## src/rtl/shot_clock_display.sv

```systemverilog
`default_nettype none
// ============================================================================
//  Module   : shot_clock_display
//  Purpose  : Two-digit multiplexed 7-segment driver with leading-zero blanking
//             for the possession countdown, plus a fixed-length buzzer pulse.
//  Revision : 1.0  initial release
// ============================================================================
module shot_clock_display #(
    parameter int SCAN_DIV    = 50000,
    parameter int BUZZ_CYCLES = 50000000
) (
    input  logic       clock_in,
    input  logic       reset,
    input  logic [4:0] valor,
    input  logic       buzzer_in,
    output logic [6:0] seg,
    output logic [1:0] dig_sel,
    output logic       buzzer_out
);
    localparam int                 c_SCAN_W    = (SCAN_DIV > 1) ? $clog2(SCAN_DIV) : 1;
    localparam int                 c_BUZZ_W    = $clog2(BUZZ_CYCLES + 1);
    localparam logic [c_SCAN_W-1:0] c_SCAN_LAST = c_SCAN_W'(SCAN_DIV - 1);
    localparam logic [c_BUZZ_W-1:0] c_BUZZ_LOAD = c_BUZZ_W'(BUZZ_CYCLES);
    localparam logic [c_BUZZ_W-1:0] c_BUZZ_ONE  = c_BUZZ_W'(1);
    localparam logic [6:0]          c_BLANK     = 7'b1111111;

    logic [c_SCAN_W-1:0] r_scan_cnt;
    logic                r_dig;
    logic                r_first;
    logic [4:0]          r_snap;
    logic                r_buz_prev;
    logic [c_BUZZ_W-1:0] r_buz_cnt;
    logic [6:0]          r_seg;
    logic [1:0]          r_dig_sel;
    logic                r_buzzer_out;

    logic                w_wrap;
    logic [1:0]          w_tens;
    logic [4:0]          w_sub;
    logic [4:0]          w_units;
    logic [6:0]          w_seg_next;
    logic [1:0]          w_dig_sel_next;
    logic                w_buz_rise;
    logic [c_BUZZ_W-1:0] w_buz_cnt_next;

    function automatic logic [6:0] seg_code(input logic [4:0] d);
        case (d)
            5'd0:    seg_code = 7'b1000000;
            5'd1:    seg_code = 7'b1111001;
            5'd2:    seg_code = 7'b0100100;
            5'd3:    seg_code = 7'b0110000;
            5'd4:    seg_code = 7'b0011001;
            5'd5:    seg_code = 7'b0010010;
            5'd6:    seg_code = 7'b0000010;
            5'd7:    seg_code = 7'b1111000;
            5'd8:    seg_code = 7'b0000000;
            5'd9:    seg_code = 7'b0010000;
            default: seg_code = c_BLANK;
        endcase
    endfunction

    assign w_wrap     = (r_scan_cnt == c_SCAN_LAST);
    assign w_buz_rise = buzzer_in & ~r_buz_prev;

    always_comb begin
        w_tens = 2'd0;
        w_sub  = 5'd0;
        if (r_snap >= 5'd30) begin
            w_tens = 2'd3;
            w_sub  = 5'd30;
        end else if (r_snap >= 5'd20) begin
            w_tens = 2'd2;
            w_sub  = 5'd20;
        end else if (r_snap >= 5'd10) begin
            w_tens = 2'd1;
            w_sub  = 5'd10;
        end
        w_units = r_snap - w_sub;
    end

    // The snapshot cycle right after reset keeps the display blank so the
    // first units slot shows the fresh snapshot for its full length.
    always_comb begin
        w_seg_next     = c_BLANK;
        w_dig_sel_next = 2'b11;
        if (!r_first) begin
            if (!r_dig) begin
                w_seg_next     = seg_code(w_units);
                w_dig_sel_next = 2'b10;
            end else if (w_tens != 2'd0) begin
                w_seg_next     = seg_code({3'b000, w_tens});
                w_dig_sel_next = 2'b01;
            end
        end
    end

    always_comb begin
        w_buz_cnt_next = r_buz_cnt;
        if (w_buz_rise) begin
            w_buz_cnt_next = c_BUZZ_LOAD;
        end else if (r_buz_cnt != '0) begin
            w_buz_cnt_next = r_buz_cnt - c_BUZZ_ONE;
        end
    end

    always_ff @(posedge clock_in) begin
        r_buz_prev <= buzzer_in;
        if (reset) begin
            r_scan_cnt   <= '0;
            r_dig        <= 1'b0;
            r_first      <= 1'b1;
            r_snap       <= 5'd0;
            r_buz_cnt    <= '0;
            r_seg        <= c_BLANK;
            r_dig_sel    <= 2'b11;
            r_buzzer_out <= 1'b0;
        end else begin
            r_seg        <= w_seg_next;
            r_dig_sel    <= w_dig_sel_next;
            r_buz_cnt    <= w_buz_cnt_next;
            r_buzzer_out <= (w_buz_cnt_next != '0);
            if (r_first) begin
                r_first <= 1'b0;
                r_snap  <= valor;
            end else if (w_wrap) begin
                r_scan_cnt <= '0;
                r_dig      <= ~r_dig;
                if (r_dig) begin
                    r_snap <= valor;
                end
            end else begin
                r_scan_cnt <= r_scan_cnt + 1'b1;
            end
        end
    end

    assign seg        = r_seg;
    assign dig_sel    = r_dig_sel;
    assign buzzer_out = r_buzzer_out;

endmodule
`default_nettype wire
```

## config.mk

```make
export PLATFORM = sky130hd
export DESIGN_NAME = shot_clock_display
export DESIGN_NICKNAME = d
export VERILOG_FILES = /design/src/rtl/shot_clock_display.sv
export SDC_FILE = /design/constraint.sdc
export NUM_CORES = 1
export LEC_CHECK = 0
export CAP_MARGIN = 20
export CORE_MARGIN = 2
export CORE_UTILIZATION = 31
export CTS_CLUSTER_SIZE = 16
export DETAILED_ROUTE_END_ITERATION = 10
export HOLD_SLACK_MARGIN = 0.08
export MAX_ROUTING_LAYER = met4
export PLACE_DENSITY = 0.59
export SYNTH_ARGS = -nofsm -noshare
export SYNTH_HDL_FRONTEND = slang
export SYNTH_SLANG_ARGS = --single-unit
export TNS_END_PERCENT = 20
```

## constraint.sdc

```tcl
create_clock -name clock_in -period 4.9 [get_ports clock_in]
set_clock_uncertainty 0.05 [all_clocks]
set_input_delay 0.98 -clock clock_in [delete_from_list [all_inputs] [get_ports clock_in]]
set_output_delay 0.98 -clock clock_in [all_outputs]
set_load 0.01 [all_outputs]
```

==> flow_results.org, run 1 <==
** Floorplan
- The core region is roughly 10000 um^2.
- Total number of placement rows :: 36
- Overall die width :: ~100 um
- Count of pins on the block boundary :: 18
- Die Footprint :: 10,940 um^2
- Height of the chip :: ~100 um
- For this configuration, the core starts out at a cell density of between 30% and 40%.

** Logic synthesis
- Of all cell types, the one taking the most synthesized area is sky130_fd_sc_hd__dfxtp_1.
- The number of different library cells used by synthesis comes to 55.
- Synth top area cells :: sky130_fd_sc_hd__dfxtp_1, sky130_fd_sc_hd__nor2_1, sky130_fd_sc_hd__xor2_1
- EDFF count, synth :: 0
- Most common cell in the netlist :: sky130_fd_sc_hd__nor2_1
- Top flip-flop cell by instance count after synthesis :: sky130_fd_sc_hd__dfxtp_1
- Cell area after technology mapping :: approximately 3100 um^2
- #FFs+latches synth :: 60
- After synthesis, the mean cell area works out to around 8.6 um^2.
- Number of nets produced by synthesis :: approximately 380
- Proportion of netlist area held by the largest area contributor :: between 30% and 40%
- Cell count after synthesis :: between 300 and 400
- The Yosys step of the flow raised 0 warnings.
- Of all flip-flops after synthesis, the portion carrying an async set or reset was 0%.
- After synthesis, flip-flops and latches occupy approximately two fifths of the total area.
- Top cells by instance count after synthesis :: sky130_fd_sc_hd__nor2_1, sky130_fd_sc_hd__dfxtp_1, sky130_fd_sc_hd__nand2_1

** Global route
- Maximum number of pins on one net before global-route repair :: 26
- Total GRT Usage :: between 10% and 20%
- The initial antenna violation count was 0.
- The via count of the first global-routing pass came to ~2,500.
- The first global-routing pass estimated between 10 and 15 mm of wire.
- Global routing finished with a remaining overflow of 0.

** Route
- After detailed routing, the number of vias per cell comes to approximately 5.
- Total wire length after detailed routing :: approximately 6.5 mm
- The detail route stage leaves a number of antenna-violating nets equal to 0.
- In the routed design, unresolved DRC markers number 0.
- Iter 0 DRT Violations :: between 100 and 150
- DR vias :: between 2,000 and 3,000
- After detailed routing, the average wire length per cell comes to 12.62 um.
- The first detailed-routing pass ran for 4 iterations.

** Timing
- RSZ-0062 raised after global routing :: no
- Slew of the pin with the lowest slew margin :: around 900 ps
- Highest clock frequency the design can meet :: 0.3454 GHz
- Max-slew headroom at the worst pin :: 40.12%
- Final Hold Viols :: 0
- Post-route clock period utilization :: 59.08%
- Subtracting the final worst setup slack from the clock period gives 2895 ps.
- Setup violations remaining at the end of the flow were counted as 0.
- Summed over all failing endpoints, the final setup total negative slack is 0 ps.
- The count of final max-slew check failures is 0.

** Layout
- Signed area change from the synthesized netlist to the final layout :: 16.11%
- Non-Filler Cell Area, Final :: 3642 um^2
- Total Nets Final :: about 400
- The repair_antennas step left the layout with diodes totalling 0.
- Fraction of layout instances using a drive strength above 1 :: between 7 and 8%

** Clock network
- Resized Gates After CTS :: 0
- Counting the buffers created by CTS gives 9.
- Setup bufs post-CTS :: 0
- Number of levels in the clock H-tree :: 3
- CTS tree :: done
- Clock Latency Late Sink :: around 330 ps
- Clk sink count :: 60
- Clock edge transition at the registers on the reported setup and hold paths :: roughly 60 ps
- Clock root buffer :: sky130_fd_sc_hd__clkbuf_8
- Hold repair after CTS inserted 0 buffers.
- The longest clock path from root to sink contains 2 buffers.

** Placed design
- Routability cong. :: 0.8285
- Summing all placed instances gives a cell area of ~3400 um^2.
- The HPWL after detailed placement is between 4 and 5 mm.
- Port buffer count :: 17

** Critical path
- Critical path startpoint category :: flip-flop
- The worst setup path is captured at a flip-flop.
- Maximum net fanout on the critical path :: 11
- Data required time at the worst endpoint :: 5020 ps
- The critical path is of the flip-flop to flip-flop type.
- STA puts the critical path data arrival time at between 3000 and 4000 ps.

** Power and ir drop
- In this run the static leakage power is 1.364 nW.
- Worst-case vdd ir drop :: 0.0002422 V
- Overall power consumption :: ~0.0015 W
- Total power per unit cell area :: 419.1 nW/um^2

** Outcome
- Status :: complete, no violations

** Flow run
- Count of max-cap constraint violations :: 0

** Worst hold path
- The worst hold path belongs to the class flip-flop to flip-flop.
[stage by stage]
| step | util (%) | setup WS (ps) | instances | hold WS [ps] |
|---|---|---|---|---|
| detailed placement | 34.70 | 1859 | 502 | 477.8 |
| floorplan | - | 2541 | 365 | 437.2 |
| finish | 37.09 | 2005 | 518 | 492.2 |
| CTS | 37.09 | 2001 | 518 | 496.4 |
| global route | 37.09 | 1686 | 518 | 518.9 |
| global placement | 34.70 | 1867 | 502 | 477.2 |
[cell usage in the layout, fill, tap and decap left out, types with 3 or more instances in the layout]
cell type,netlist,final
sky130_fd_sc_hd__and3_1,4,4
sky130_fd_sc_hd__clkdlybuf4s50_1,0,17
sky130_fd_sc_hd__ha_1,10,10
sky130_fd_sc_hd__a21o_1,4,4
sky130_fd_sc_hd__nand3_1,13,13
sky130_fd_sc_hd__xnor2_1,13,13
sky130_fd_sc_hd__nor2_1,61,61
sky130_fd_sc_hd__clkbuf_8,0,12
sky130_fd_sc_hd__nand4_1,7,7
sky130_fd_sc_hd__inv_1,9,9
sky130_fd_sc_hd__nand2b_1,6,6
sky130_fd_sc_hd__a31oi_1,5,5
sky130_fd_sc_hd__o21ai_0,9,9
sky130_fd_sc_hd__nor3b_1,3,3
sky130_fd_sc_hd__nand2_1,24,24
sky130_fd_sc_hd__dfxtp_1,60,60
sky130_fd_sc_hd__a21oi_1,17,17
sky130_fd_sc_hd__nor4_2,3,3
sky130_fd_sc_hd__or3_1,5,5
sky130_fd_sc_hd__or4_1,4,4
sky130_fd_sc_hd__mux2i_1,8,8
sky130_fd_sc_hd__nor3_1,12,12
sky130_fd_sc_hd__nor2b_1,6,6
sky130_fd_sc_hd__a211oi_1,7,7
sky130_fd_sc_hd__nor4_1,9,9
sky130_fd_sc_hd__xor2_1,20,20
[logic make-up after synthesis]
| family | share of synthesized area (%) |
|---|---|
| xor+xnor | 9.214 |
| mux | 2.553 |
| compound gates | 12.21 |
| simple gates | 29.92 |
| fa+ha+maj | 4.627 |
| buf+inv | 3.191 |
| flops | 38.29 |
[final timing paths]
check        cells past startpoint            to    startpoint  slack [ps]
max                              9    buzzer_out  r_buz_cnt[0]        2010
min                              2  r_buz_cnt[1]  r_buz_cnt[1]         490
max reg2reg                      9    buzzer_out  r_buz_cnt[0]        2010
min reg2reg                      2  r_buz_cnt[1]  r_buz_cnt[1]         490
[per-layer routing]
layer / share of wire [%] / up-vias / GRT usage (%)
met5: 0 / - / -
met4: 0.58 / 0 / 4.095
met3: 3.2 / 4 / 3.993
met2: 47 / 29 / 19.56
met1: 50 / 1218 / 17.02
li1: - / 1332 / -
[final cells by class]
type / count / area (um^2)
flip-flops and latches: 60 / 1201
clock buffers: 12 / 165.2
well taps: 133 / 166.4
clock inverters: 4 / 70.07
repair buffers: 17 / 170.2
inverters: 9 / 33.78
fillers: 1022 / 6177
multi-input cells: 283 / 1836
[critical path: stages (launching register included)]
cell and delay (ps):
sky130_fd_sc_hd__dfxtp_1 350, sky130_fd_sc_hd__inv_1 90, sky130_fd_sc_hd__ha_1 190, sky130_fd_sc_hd__nor2b_1 260, sky130_fd_sc_hd__nand4_1 500, sky130_fd_sc_hd__o21ai_1 420, sky130_fd_sc_hd__xor2_1 220, sky130_fd_sc_hd__nand3_1 100
sky130_fd_sc_hd__nor4_1 360, sky130_fd_sc_hd__a41oi_1 170
[flip-flops by register name, indices dropped and copies added (netlist names)]
signal,cells
r_buz_prev,1
r_dig,1
dig_sel,2
r_snap,5
r_buz_cnt,26
seg,7
r_scan_cnt,16
r_first,1
buzzer_out,1
[power by group]
group | switching, W | leakage (nW) | total (W) | internal (W)
logic | 0.000234 | 0.750 | 0.000414 | 0.000180
clock network | 0.000187 | 0.122 | 0.000513 | 0.000326
registers | 0.0000641 | 0.492 | 0.000600 | 0.000536
(Power assumes the default switching activity.)
==> run 2, diff against run 1 <==
PLACE_DENSITY = 0.61   (was 0.59)
clock period = 2.62 ns   (was 4.9 ns; I/O delays follow)
==> run 2 against run 1 <==
Die area unchanged. Via count up 5.1%. Total power up 96%. Cell area up 6.6%. Cell count up 3.3%. Utilization up 2.5 points. Worst hold slack worse by 7.6 ps. Clock-buffer cell count down 1. Sequential share of layout area down 1.9 points. Register-to-register slack worse by 1800 ps. Critical endpoint unchanged. Largest power group unchanged.
==> flow_results.org, run 2 (synthesis gave the netlist of run 1 again) <==
** Worst hold path
- Worst hold path class :: flip-flop to flip-flop

** Route
- For this block, the initial DRC count from the detailed router was 116.
- For this block, the via count after detailed routing is 2,714.
- Drc violations :: 0
- Using the TritonRoute via totals, the vias-per-cell ratio works out to a little over 5.
- Total wire length after detailed routing :: between 7 and 8 mm
- Number of antenna-violating nets in the routed design :: 0
- Before antenna repair, the detailed router went through 4 iterations.
- After detailed routing, the average wire length per cell comes to ~14 um.

** Global route
- The total overflow left after global routing is 0.
- First-pass GRT wire length :: around 12 mm
- For this run, the total global-route usage over all layers was measured as between 10 and 15%.
- Maximum number of pins on one net before global-route repair :: 24
- Initial antenna violation count :: 0
- The via count of the first global-routing pass is approximately 2,500.

** Placed design
- The congestion estimate from routability-driven global placement came to around 0.86.
- After legalization and detailed placement, the total HPWL measured roughly 5 mm.
- Port buffer count :: 17

** Clock network
- Hold bufs inserted after CTS :: 0
- Clock Latency Late Sink :: around 340 ps
- Worst-case clock buffer depth :: 2
- The H-tree was split into 3 levels.
- TritonCTS built the clock tree.
- CTS saw 60 sinks.
- After clock tree synthesis, the clock-pin slew on the worst setup and hold paths is 60 ps.
- Number of clock buffers inserted by TritonCTS :: 9
- CTS placed an instance of sky130_fd_sc_hd__clkbuf_8 at the clock tree root.

** Timing
- For the pin with the worst max-slew slack, the measured transition is approximately 730 ps.
- Post-route clock period utilization :: slightly above 90%
- Timing would allow up to ~0.4 GHz.
- Final max-slew violation count :: 0
- The worst path in the final design needs a cycle of about 2400 ps, including I/O delays and setup.
- Min Hold Slack :: about 480 ps
- The worst pin sits at a relative slew slack of 51.13%.
- Setup violations remaining at the end of the flow were counted as 0.
- Final Hold Viols :: 0

** Critical path
- Critical path startpoint category :: flip-flop
- The critical path is of the flip-flop to flip-flop type.
- STA classifies the critical path endpoint as a flip-flop.
- Data arrives at the worst endpoint at between 2000 and 3000 ps.
- Of all nets on the critical path, the largest fanout is 6.
- Flop2flop setup slack :: 170 ps
- Data on the critical path is required at its endpoint by ~2800 ps.

** Layout
- The register with the most flip-flops in the layout has 26 of them.
- For this run, the share of the core covered by cells in the final layout is 39.55%.
- Cells with a size suffix above 1 make up roughly 17% of the layout.
- The final layout contains 416 nets.
- Diode insertion count for antenna repair :: 0
- Compared with the post-synthesis result, the final layout area differs by 23.81%.
- Most frequent cells in the layout :: sky130_fd_sc_hd__nor2_1, sky130_fd_sc_hd__dfxtp_1, sky130_fd_sc_hd__nand2_1, sky130_fd_sc_hd__xor2_1
- In the final layout, flip-flops and latches occupy around 1200 um^2.
- The register with the most flip-flops in the final layout is r_buz_cnt.
- Commonest non-fill, non-tap cell in the layout :: sky130_fd_sc_hd__nor2_1
- The layout has roughly 1,000 filler cells.
- Footprint of the multi-input gates :: roughly 2000 um^2

** Floorplan
- Floorplan Core Area :: around 9800 um^2
- The initial utilization of the core area, before any placement, comes to approximately a third.
- The die is approximately 100 um wide.
- Height of the chip :: 104.6 um
- Total number of placement rows :: 36
- During I/O placement, the number of pins put on the boundary was 18.
- The floorplan step defined a die boundary enclosing between 10,000 and 15,000 um^2.

** Flow run
- The tool flagged a number of max-cap violations equal to 0.

** Power and ir drop
- Summed over all cells, the static leakage comes to about 1.5 nW.
- Total power per unit cell area :: around 770 nW/um^2
- Worst-case vdd ir drop :: between 0.0003 and 0.0004 V

** Outcome
- Status :: complete, no violations
run 2: per-stage QoR:
stage	worst slack (ps)	cells	power (W)	TNS [ps]	cell area, um^2
final	173.4	535	0.002991	0	3884
after floorplan	260.8	365	0.001739	0	3137
after CTS	30.76	529	0.002888	0	3706
after global placement	138.5	513	0.001938	0	3490
after global routing	-6.411	535	0.003175	-6.411	3884
after detailed placement	28.71	513	0.001951	0	3490
run 2: what timing repair did:
item                                    CTS  global route
endpoints found under the setup margin    0             8
setup buffers                             0             5
resized for setup                         0            30
run 2: layout make-up:
| class | instances | share of cell area, % |
|---|---|---|
| multi-input cells | 284 | 50.71 |
| flip-flops and latches | 60 | 31.09 |
| repair buffers | 33 | 7.474 |
| well taps | 133 | 4.285 |
| clock buffers | 11 | 3.640 |
| clock inverters | 5 | 1.933 |
| inverters | 9 | 0.8698 |
run 2: power breakdown:
group          internal, W  leakage [nW]  switching, W  total (W)
logic             0.000423         0.849      0.000521   0.000944
clock network     0.000557         0.113      0.000357   0.000914
registers          0.00100         0.494      0.000130    0.00113
run 2: layer usage:
metal / track usage, % / vias to the layer above / wire length (um)
met1: 16.40 / 1260 / 3337
met2: 21.76 / 72 / 3443
met4: 4.476 / 0 / 122
met3: 4.741 / 12 / 362
met5: - / - / 0
li1: - / 1370 / -
run 2: worst paths after layout:
check           startpoint       endpoint  depth (start not counted)
max reg2reg   r_buz_cnt[0]     buzzer_out                          9
min          r_buz_cnt[24]  r_buz_cnt[24]                          2
min reg2reg  r_buz_cnt[24]  r_buz_cnt[24]                          2
max           r_buz_cnt[0]     buzzer_out                          9
run 2: worst max-delay path, cell delays in order (launching register included):
cell and delay [ps]:
sky130_fd_sc_hd__dfxtp_1 400, sky130_fd_sc_hd__inv_1 80, sky130_fd_sc_hd__ha_1 220, sky130_fd_sc_hd__nor2b_2 190, sky130_fd_sc_hd__and4_4 230, sky130_fd_sc_hd__a211oi_2 230, sky130_fd_sc_hd__mux2i_1 340, sky130_fd_sc_hd__nand3_1 140
sky130_fd_sc_hd__nor4_2 280, sky130_fd_sc_hd__a41oi_1 140
==> run 3, diff against run 2 <==
DONT_BUFFER_PORTS = 1   (was not set)
PLACE_DENSITY = 0.58   (was 0.61)
==> run 3 against run 2 <==
Global-route usage shrank 0.16 points. Cell area is 7.2% lower. Fmax fell by 2.4%. Highest routed layer unchanged. Combinational power decreased by 12%. Critical endpoint unchanged.
==> flow_results.org, run 3 (synthesis gave the netlist of run 1 again) <==
** Global route
- Met3 Track Usage GR :: between 4 and 5%
- Total GRT Usage :: 13.57%
- Maximum number of pins on one net before global-route repair :: 26
- Via count of the first global-routing pass :: roughly 2,500
- Gr ovfl total :: 0
- First-pass GRT wire length :: 11.78 mm
- Met1 track utilization from global routing :: 16.83%
- Met2 track demand over resource in global routing :: 21.20%
- Initial antenna violation count :: 0
- Routing layer with the top usage in global route :: met2

** Clock network
- Number of levels in the clock H-tree :: 3
- Clock tree synthesis inserted a total of 9 buffers.
- The root buffer cell chosen for the clock tree is sky130_fd_sc_hd__clkbuf_8.
- After clock tree synthesis, the clock-pin slew on the worst setup and hold paths is roughly 70 ps.
- Counting along the longest clock path gives a buffer depth of 2.
- CTS tree :: done
- Clock Latency Late Sink :: about 340 ps
- Hold repair after CTS inserted 0 buffers.
- CTS saw 60 sinks.

** Route
- Total wire length after detailed routing :: roughly 7.0 mm
- After detailed routing, the average wire length per cell comes to ~14 um.
- Number of antenna-violating nets in the routed design :: 0
- Iter 0 DRT Violations :: approximately 160
- DR vias :: ~2,600
- In the routed layout, each cell is associated on average with a via count of approximately 5.1.
- Drc violations :: 0
- The first detailed-routing pass took 4 iterations.

** Critical path
- STA classifies the critical path endpoint as a flip-flop.
- In this design, the stage delay of the slowest critical-path cell is around 400 ps.
- Along the worst path, the maximum fanout reaches 11.
- STA puts the critical path data arrival time at about 2700 ps.
- Data required time at the worst endpoint :: between 2000 and 3000 ps
- Type of the worst setup path :: flip-flop to flip-flop
- Cell with the largest stage delay on the worst path :: sky130_fd_sc_hd__dfxtp_1
- Cells traversed along the worst timing path :: inv_1 > ha_1 > nor2b_2 > and4_4 > a211oi_1 > mux2i_1 > nand3_1 > nor4_2 > a41oi_1
- The worst setup path is launched from a flip-flop.

** Timing
- Setup-failing EPs final :: 0
- Final max-slew violation count :: 0
- Max-slew headroom at the worst pin :: approximately 55%
- For this run, the top clock speed supported by timing is between 0.3 and 0.4 GHz.
- The count of endpoints failing hold in the final timing report was 0.
- At the pin with the least slew margin, the transition time is between 600 and 700 ps.
- Sum Neg Setup Slack :: 0 ps
- Min Clock Period, post-route :: ~2500 ps
- In the post-route analysis, the smallest setup slack over all paths is approximately 110 ps.
- Post-route clock period utilization :: 95.72%

** Layout
- Non-Filler Cell Area, Final :: between 3000 and 4000 um^2
- Signed area change from the synthesized netlist to the final layout :: 14.84%
- The repair_antennas step left the layout with diodes totalling 0.
- For this run, the post-layout net count is about 390.
- The library cell used most frequently in the layout, excluding fill and tap cells, is sky130_fd_sc_hd__nor2_1.
- In the layout the commonest cells are sky130_fd_sc_hd__nor2_1, sky130_fd_sc_hd__dfxtp_1, sky130_fd_sc_hd__nand2_1, sky130_fd_sc_hd__xor2_1, sky130_fd_sc_hd__a21oi_1.
- Fraction of layout instances using a drive strength above 1 :: between 10% and 20%
- Counting flops per register, the top entry is r_buz_cnt.
- Final design utilization :: roughly 37%
- The register with the most flip-flops in the layout has 26 of them.
- After filler insertion, the fill cell instance count of the layout stands at roughly 1,000.

** Floorplan
- Die Footprint :: roughly 11,000 um^2
- The die is 104.6 um wide.
- Count of pins on the block boundary :: 18
- The region available for standard cell placement spans 9819 um^2.
- Total number of placement rows :: 36
- Measured along the y axis, the die boundary spans approximately 100 um.
- Initial Util :: between 30% and 40%

** Power and ir drop
- Worst-case vdd ir drop :: approximately 0.00033 V
- Pleak :: 1.348 nW
- Total power per unit cell area :: about 800 nW/um^2

** Placed design
- Routability cong. :: about 0.89
- Port buffer count :: 0
- Detailed placement finished with a half-perimeter wire length of 4.950 mm.
- Placed Instance Area :: ~3300 um^2
- Place WS :: about 18 ps

** Outcome
- Status :: complete, no violations

** Flow run
- Across the run, the number of max-cap violations was 0.

** Worst hold path
- The path class of the tightest hold or removal check is input pin to flip-flop.
## run 3: cell types whose count changed in the layout (fill, tap and decap cells not counted), moves of 2 or more
cell                              before  now
sky130_fd_sc_hd__a2111oi_0             0    2
sky130_fd_sc_hd__a2111oi_1             2    0
sky130_fd_sc_hd__a211oi_1              4    6
sky130_fd_sc_hd__a211oi_2              4    2
sky130_fd_sc_hd__buf_4                16   11
sky130_fd_sc_hd__clkbuf_8             10   13
sky130_fd_sc_hd__clkdlybuf4s50_1      17    0
sky130_fd_sc_hd__clkinv_2              3    1
sky130_fd_sc_hd__nand3_1              11   13
sky130_fd_sc_hd__nand3_2               2    0
sky130_fd_sc_hd__nor4_1                5    7
sky130_fd_sc_hd__o21ai_0               7    9
sky130_fd_sc_hd__o21ai_1               2    0
## run 3: stage by stage
stage,hold WS (ps),power (W),cells
final,150.3,0.002870,512
after global routing,130.9,0.003043,512
after floorplan,437.2,0.001739,365
after CTS,133.4,0.002833,510
after global placement,472.8,0.001918,494
after detailed placement,489.8,0.001919,494
## run 3: final cells by class
| type | instances | area [um^2] | area share [%] |
|---|---|---|---|
| flip-flops and latches | 60 | 1207 | 33.52 |
| multi-input cells | 283 | 1891 | 52.48 |
| well taps | 133 | 166.4 | 4.620 |
| repair buffers | 11 | 82.58 | 2.292 |
| inverters | 9 | 33.78 | 0.9378 |
| clock inverters | 3 | 42.54 | 1.181 |
| clock buffers | 13 | 178.9 | 4.967 |
## run 3: worst paths after layout
check | start | endpoint | slack (ps) | cells past startpoint
max | r_buz_cnt[0] | buzzer_out | 110 | 9
min | buzzer_in | r_buz_prev | 150 | 0
max reg2reg | r_buz_cnt[0] | buzzer_out | 110 | 9
min reg2reg | r_buz_cnt[24] | r_buz_cnt[24] | 490 | 2
## run 3: metal layers
layer | wire length [um] | share of wire [%]
met1 | 3358 | 48
met2 | 3214 | 46
met3 | 302 | 4.3
met4 | 110 | 1.6
met5 | 0 | 0
## run 3: power by group
part / total (W) / internal [W] / switching [W] / leakage [nW]
Clock: 0.000902 / 0.000541 / 0.000361 / 0.112
Sequential: 0.00114 / 0.00100 / 0.000136 / 0.494
Combinational: 0.000829 / 0.000369 / 0.000460 / 0.742
Total: 0.00287 / 0.00191 / 0.000957 / 1.35
## run 3: worst max-delay path, delay by kind of cell, from the launching register on
family	cells	cell delay (ps)
compound gates	2	420
flops	1	400
buf+inv	1	80
mux	1	340
simple gates	4	850
fa+ha+maj	1	230
## run 3: what timing repair did
action | 4_1_cts | 5_1_grt
resized for setup | 0 | 16
buffers inserted | 0 | 2
setup endpoints to repair | 0 | 8
